**src/rtl/add_sub_seq.sv**
```systemverilog
// Multi-cycle two's-complement adder/subtractor: CHUNK bits per cycle, LSB first,
// with a registered inter-chunk carry and carry/overflow/zero flags.
module add_sub_seq #(
    parameter int unsigned WIDTH = 8,
    parameter int unsigned CHUNK = 2
) (
    input  logic             clk,
    input  logic             rst,
    input  logic             in_valid,
    output logic             in_ready,
    input  logic [WIDTH-1:0] a,
    input  logic [WIDTH-1:0] b,
    input  logic             m,
    output logic             out_valid,
    input  logic             out_ready,
    output logic [WIDTH-1:0] sum,
    output logic             cout,
    output logic             ovf,
    output logic             zero
);

    localparam int unsigned N    = WIDTH / CHUNK;
    localparam int unsigned CW   = (N > 1) ? $clog2(N) : 1;
    localparam logic [CW-1:0] LAST = CW'(N - 1);

    generate
        if (WIDTH < 2 || CHUNK < 1 || CHUNK > WIDTH || (WIDTH % CHUNK) != 0) begin : g_bad_params
            $error("add_sub_seq: WIDTH must be >= 2 and a multiple of CHUNK");
        end
    endgenerate

    typedef enum logic [1:0] {StIdle, StBusy, StDone} state_e;

    state_e            state_q, state_d;
    logic [WIDTH-1:0]  op_a_q, op_b_q, sum_q, sum_d;
    logic [CW-1:0]     count_q;
    logic              carry_q, cout_q, ovf_q, zero_q;
    logic [CHUNK-1:0]  a_chunk, b_chunk, s_chunk;
    logic              c_chunk;
    int unsigned       lo;

    always_ff @(posedge clk) begin
        if (rst) begin
            state_q <= StIdle;
        end else begin
            state_q <= state_d;
        end
    end

    always_comb begin
        state_d = state_q;
        unique case (state_q)
            StIdle:  if (in_valid) state_d = StBusy;
            StBusy:  if (count_q == LAST) state_d = StDone;
            StDone:  if (out_ready) state_d = StIdle;
            default: state_d = StIdle;
        endcase
    end

    always_comb begin
        in_ready  = (state_q == StIdle) && !rst;
        out_valid = (state_q == StDone);
    end

    // One chunk slice of the ripple add; the running sum is built in place.
    always_comb begin
        lo                      = 32'(count_q) * CHUNK;
        a_chunk                 = op_a_q[lo +: CHUNK];
        b_chunk                 = op_b_q[lo +: CHUNK];
        {c_chunk, s_chunk}      = {1'b0, a_chunk} + {1'b0, b_chunk} + {{CHUNK{1'b0}}, carry_q};
        sum_d                   = sum_q;
        sum_d[lo +: CHUNK]      = s_chunk;
    end

    always_ff @(posedge clk) begin
        if (rst) begin
            op_a_q  <= '0;
            op_b_q  <= '0;
            carry_q <= 1'b0;
            count_q <= '0;
            sum_q   <= '0;
            cout_q  <= 1'b0;
            ovf_q   <= 1'b0;
            zero_q  <= 1'b0;
        end else if (state_q == StIdle && in_valid) begin
            op_a_q  <= a;
            op_b_q  <= b ^ {WIDTH{m}};
            carry_q <= m;
            count_q <= '0;
        end else if (state_q == StBusy) begin
            sum_q   <= sum_d;
            carry_q <= c_chunk;
            count_q <= (count_q == LAST) ? '0 : count_q + 1'b1;
            if (count_q == LAST) begin
                cout_q <= c_chunk;
                ovf_q  <= (op_a_q[WIDTH-1] == op_b_q[WIDTH-1]) &&
                          (sum_d[WIDTH-1] != op_a_q[WIDTH-1]);
                zero_q <= (sum_d == '0);
            end
        end
    end

    assign sum  = sum_q;
    assign cout = cout_q;
    assign ovf  = ovf_q;
    assign zero = zero_q;

endmodule
```
**config.mk**
```make
export PLATFORM = sky130hd
export DESIGN_NAME = add_sub_seq
export DESIGN_NICKNAME = d
export VERILOG_FILES = /design/src/rtl/add_sub_seq.sv
export SDC_FILE = /design/constraint.sdc
export NUM_CORES = 1
export LEC_CHECK = 0
export ABC_AREA = 1
export BUFFER_PORTS_ARGS = -buffer_cell sky130_fd_sc_hd__buf_2
export CAP_MARGIN = 10
export CORE_ASPECT_RATIO = 0.7
export CORE_MARGIN = 2
export CORE_UTILIZATION = 45
export DETAILED_ROUTE_END_ITERATION = 12
export PLACE_DENSITY_LB_ADDON = 0.2
export SLEW_MARGIN = 20
export SYNTH_ARGS = -nofsm -noshare
export SYNTH_HDL_FRONTEND = slang
export SYNTH_SLANG_ARGS = --single-unit
export TNS_END_PERCENT = 30
```
**constraint.sdc**
```tcl
create_clock -name clk -period 3.29 [get_ports clk]
set_input_delay 0.8225 -clock clk [delete_from_list [all_inputs] [get_ports clk]]
set_output_delay 0.8225 -clock clk [all_outputs]
set_load 0.05 [all_outputs]
```
==> out/metrics.yaml, run 1 <==
global_routing:
  grt_pass1_vias: 1282
  grt_max_degree: 23
  grt_usage_pct: 17.04
  overflow: 0
  grt_pass1_wl_um: 5816
  antenna_found_initial: 0
clock_network:
  cts_setup_buffers: 0
  ctsHoldBuffers: 0
  cts_htree_levels: 2
  insertion_delay_ns: 0.29
  cts_buffers: 5
  clk_path_buf_depth: 2
  cts_tree: "yes"
  path_clk_slew_ns: 0.07
  post_cts_resized: 0
  cts-root-buf: "clkbuf_8"
  clock_sinks: 32
placement:
  dpl.hpwl_um: 2654
  place_ws_ns: 0.5340
  numPortBuffers: 33
  place.gp.congestion: 0.8235
floorplanning:
  start_util_pct: 48.01
  ios: 34
  row_count: 18
  die-area_um2: 4339
  coreArea_um2: 3581
  fp.dieH_um: 55.72
  fp.dieW_um: 77.88
synth:
  yosysWarnings: 0
  synth_seq_cells: 32
  netlist_area_um2: 1719
  synth_cell_types: 27
  synth_area_leaders: "dfxtp_1 (37%), nor2_1 (10%), nand2_1 (7.2%)"
  synthesis.nets: 269
  netlist.area_leader.share_pct: 37.26
  yosys.area.top_type: "dfxtp_1"
  yosysSeqAreaShare_pct: 37.26
  netlist_instances: 240
  syn_avg_cell_area_um2: 7.163
worst_setup_path:
  end_kind: "flip-flop"
  crit_type: "reg2reg"
  path_max_fanout: 15
  max_stage_delay_ns: 0.55
  critPathSlowestCell: "fa_1"
  cp_cell_sequence: "buf_4, inv_2, o21ai_0, o22ai_1, fa_1, fa_1, inv_1, nor2_1, nand3_1, nand2_1, o21ai_0, o21ai_1, inv_1"
  crit_path_start_kind: "flip-flop"
  required_ns: 3.47
  worstPathArrival_ns: 2.98
routing:
  drt_wl_total_um: 3497
  drtAntennaViolNets: 0
  drt_iter0_markers: 55
  drt-wirelength-per-cell_um: 10.86
  first_pass_iters: 4
  route.vias.total: 1547
  via_per_inst: 4.804
  drc: 0
sta:
  fin_crit_ns: 2.793
  min_period_over_period_pct: 84.88
  holdWs_ns: 0.4658
  final-hold-violation-count: 0
  worst_slack_ns: 0.4974
  fin_skew_ns: 0.006348
  tns_ns: 0
  rsz0062_at_grt: "no"
  slew_headroom_pct: 50.10
  tightest_slew_ns: 0.7477
  setup_viol: 0
  slew_violations: 0
  timing.fmax_mhz: 358.1
finish:
  final_common_cell: "nor2_1"
  antenna_cells: 0
  final_cell_mix: "nor2_1 (46), nand2_1 (33), buf_2 (33)"
  nNetsFinal: 300
  synthToLayoutAreaGrowth_pct: 16.01
  final.fill_count: 382
  drive_gt1_share_pct: 19.12
outcome:
  status: "complete, no violations"
power:
  power_density_nw_per_um2: 516.9
  vdd_drop_max_uv: 277.5
  p_leak_nw: 0.9525
worst_hold_path:
  hold_path_class: "reg2reg"
run:
  cap_violations: 0
## cell type report
class | count | area [µm²] | share of cell area (%)
Clock buffer | 5 | 68.82 | 3.450
Clock inverter | 3 | 42.54 | 2.133
Inverter | 34 | 127.6 | 6.399
Multi-Input combinational cell | 164 | 879.6 | 44.10
Sequential cell | 32 | 640.6 | 32.12
Tap cell | 50 | 62.56 | 3.137
Timing Repair Buffer | 34 | 172.7 | 8.657
## cell usage after synthesis
cell      number
o21ai_2        1
a21oi_1        7
inv_2          3
o21ai_1        1
buf_6          4
ha_1           6
nor2_1        46
clkbuf_2       1
fa_1           2
nand2_1       33
o21ai_0       23
nand3_2        1
clkbuf_1       3
a21oi_2        1
o22ai_1        5
dfxtp_1       32
nor3_1         1
nand3_1       13
a211oi_1       4
buf_2          2
o211ai_1       7
nor2_2         2
inv_1         31
nand2_2        1
or2_2          1
a31oi_1        1
xnor2_1        8
## cell families after synthesis
logic type      count (synthesis)  synth area share [%]
buf+inv                        44                 11.57
flops                          32                 37.26
simple gates                   98                 23.36
compound gates                 50                 17.03
fa+ha+maj                       8                 6.696
xor+xnor                        8                 4.076
## flip-flops by register name, indices dropped and copies added, names as in the netlist
signal and flops:
count_q 2, op_b_q 8, zero 1, state_q 2
ovf 1, sum 8, cout 1, carry_q 1
op_a_q 8
## metal layers
layer / wire [µm] / global-route usage [%] / vias up
li1: - / - / 827
met3: 213 / 6.169 / 6
met5: 0 / 0 / -
met4: 53 / 6.633 / 0
met1: 1916 / 25.05 / 674
met2: 1315 / 22.17 / 40
## path summary, 6_finish.rpt
check / from / end / slack, ns / cells after the start
max reg2reg: count_q[0] / ovf / 0.50 / 13
min: cout / cout / 0.47 / 2
min reg2reg: cout / cout / 0.47 / 2
max: count_q[0] / ovf / 0.50 / 13
## report_power, final
group / total [mW] / internal [mW] / switching, mW
combinational: 0.224 / 0.0759 / 0.148
clock: 0.371 / 0.224 / 0.147
sequential: 0.436 / 0.417 / 0.0188
## stage by stage
stage                     area (µm²)  cells  total power [mW]  util (%)
final                           1994    322             1.031     55.70
after global routing            1994    322             1.082     55.70
after CTS                       1994    322             1.037     55.70
after detailed placement        1883    314            0.6673     52.59
after global placement          1883    314            0.6668     52.59
after floorplan                 1719    240            0.6196         -
## worst max-delay path, delay by kind of cell, from the launching register on
family	cells	cell delay [ns]
DFF	1	0.36
and+or+nand+nor	3	0.40
AOI/OAI and AO/OA	4	0.50
buffers and inverters	4	0.46
adders and majority gates	2	0.96
Power figures use the tool's default switching activity.
==> inputs of run 2 (changes only) <==
==> constraint.sdc (replaced) <==
create_clock -name clk -period 2.79 [get_ports clk]
set_input_delay 0.6975 -clock clk [delete_from_list [all_inputs] [get_ports clk]]
set_output_delay 0.6975 -clock clk [all_outputs]
set_load 0.05 [all_outputs]
==> out/metrics.yaml, run 2 (same netlist as run 1, synthesis figures left out) <==
clock_network:
  cts_tree: "yes"
  insertion_delay_ns: 0.28
  path_clk_slew_ns: 0.07
  ctsHoldBuffers: 0
  clk_path_buf_depth: 2
  clock_sinks: 32
  cts_setup_buffers: 0
  cts-root-buf: "clkbuf_8"
  cts_buffers: 5
  cts_htree_levels: 2
finish:
  synthToLayoutAreaGrowth_pct: 16.30
  final.fill_count: 385
  final_common_cell: "nor2_1"
  ff_latch_area_um2: 641.9
  fin_util_pct: 55.84
  final_cell_mix: "nor2_1 (46), nand2_1 (33), buf_2 (33)"
  nNetsFinal: 301
  fin_area_um2: 1999
  multi_input_area_um2: 879.6
  drive_gt1_share_pct: 19.41
  antenna_cells: 0
worst_setup_path:
  required_ns: 2.97
  path_max_fanout: 14
  end_kind: "flip-flop"
  max_stage_delay_ns: 0.55
  reg2reg_depth: 12
  crit_path_start_kind: "flip-flop"
  crit_type: "reg2reg"
  worstPathArrival_ns: 2.78
  r2r-start: "count_q[0]"
  rr_endpoint: "ovf"
  critPathSlowestCell: "fa_1"
  r2r_setup_slack_ns: 0.19
  cp_cell_sequence: "buf_4, o21ai_0, o22ai_1, fa_1, fa_1, inv_1, nor2_1, nand3_1, nand2_1, o21ai_0, o21ai_1, inv_1"
sta:
  slew_headroom_pct: 50.64
  fin_crit_ns: 2.603
  tightest_slew_ns: 0.7396
  min_period_over_period_pct: 93.30
  tns_ns: 0
  setup_viol: 0
  rsz0062_at_grt: "no"
  worst_slack_ns: 0.1869
  slew_violations: 0
  final-hold-violation-count: 0
  timing.fmax_mhz: 384.2
  fin_skew_ns: 0.007958
worst_hold_path:
  hold_end: "cout"
  hold_path_class: "reg2reg"
  hold_start: "cout"
  whs_path_depth: 2
global_routing:
  grt_pass1_wl_um: 6258
  antenna_found_initial: 0
  grt_usage_pct: 18.12
  overflow: 0
  grt_pass1_vias: 1450
  grt_max_degree: 23
outcome:
  status: "complete, no violations"
power:
  p_leak_nw: 0.9584
  vdd_drop_max_uv: 287.7
  power_density_nw_per_um2: 605.6
routing:
  drt-wirelength-per-cell_um: 11.16
  drtAntennaViolNets: 0
  drc: 0
  first_pass_iters: 4
  route.vias.total: 1549
  via_per_inst: 4.796
  drt_wl_total_um: 3606
  drt_iter0_markers: 84
placement:
  place.gp.congestion: 0.8590
  dpl.hpwl_um: 2663
  place_ws_ns: 0.1884
  numPortBuffers: 33
  placed_area_um2: 1891
floorplanning:
  start_util_pct: 48.01
  fp.dieH_um: 55.72
  fp.dieW_um: 77.88
  ios: 34
  row_count: 18
  coreArea_um2: 3581
  die-area_um2: 4339
run:
  cap_violations: 0
==> run 2: cell count changes in the layout (fill, tap and decap cells not counted), sizes merged <==
cell,change
clkbuf,+1
buf,+1
clkinvlp,-1
==> run 2: worst max path at each step <==
stage / end / cells after the start / from
2_1_floorplan: in_ready / 2 / rst
3_3_place_gp: ovf / 12 / count_q[1]
3_5_place_dp: ovf / 12 / count_q[1]
4_1_cts: ovf / 12 / count_q[1]
5_1_grt: ovf / 12 / count_q[0]
6_report: ovf / 12 / count_q[0]
==> run 2: worst max-delay path, delay by kind of cell, from the launching register on <==
family | cells | cell delay [ns]
AOI/OAI and AO/OA | 4 | 0.51
adders and majority gates | 2 | 0.96
buffers and inverters | 3 | 0.30
DFF | 1 | 0.35
and+or+nand+nor | 3 | 0.39
==> run 2: cell type report <==
type	instances	share of cell area (%)
clock inverter	2	1.752
clock buffer	6	3.630
tap	50	3.129
inverter	34	6.383
multi-input combinational	164	43.99
timing repair buffer	35	9.011
sequential	32	32.10
==> run 2: per-layer routing <==
layer / track usage [%] / up-vias / wire [µm]
li1: - / 832 / -
met1: 26.55 / 676 / 2005
met2: 25.25 / 36 / 1379
met3: 5.032 / 5 / 181
met4: 6.122 / 0 / 39
met5: 0 / - / 0
==> run 2: where the power goes <==
part	internal (mW)	switching, mW
registers	0.492	0.0228
clock network	0.265	0.166
logic	0.0907	0.175
total	0.847	0.364
==> run 2: through the flow <==
| step | power, mW | hold slack (ns) | std cells |
|---|---|---|---|
| finish | 1.211 | 0.4660 | 323 |
| detailed placement | 0.7892 | 0.4586 | 315 |
| global route | 1.271 | 0.4993 | 323 |
| global placement | 0.7877 | 0.4548 | 315 |
| floorplan | 0.7307 | 0.4477 | 240 |
| CTS | 1.219 | 0.4721 | 323 |
==> run 2: timing repair <==
item | CTS | global route
resized for setup | 0 | 1
endpoints found under the hold margin | 0 | 0
endpoints found under the setup margin | 0 | 2
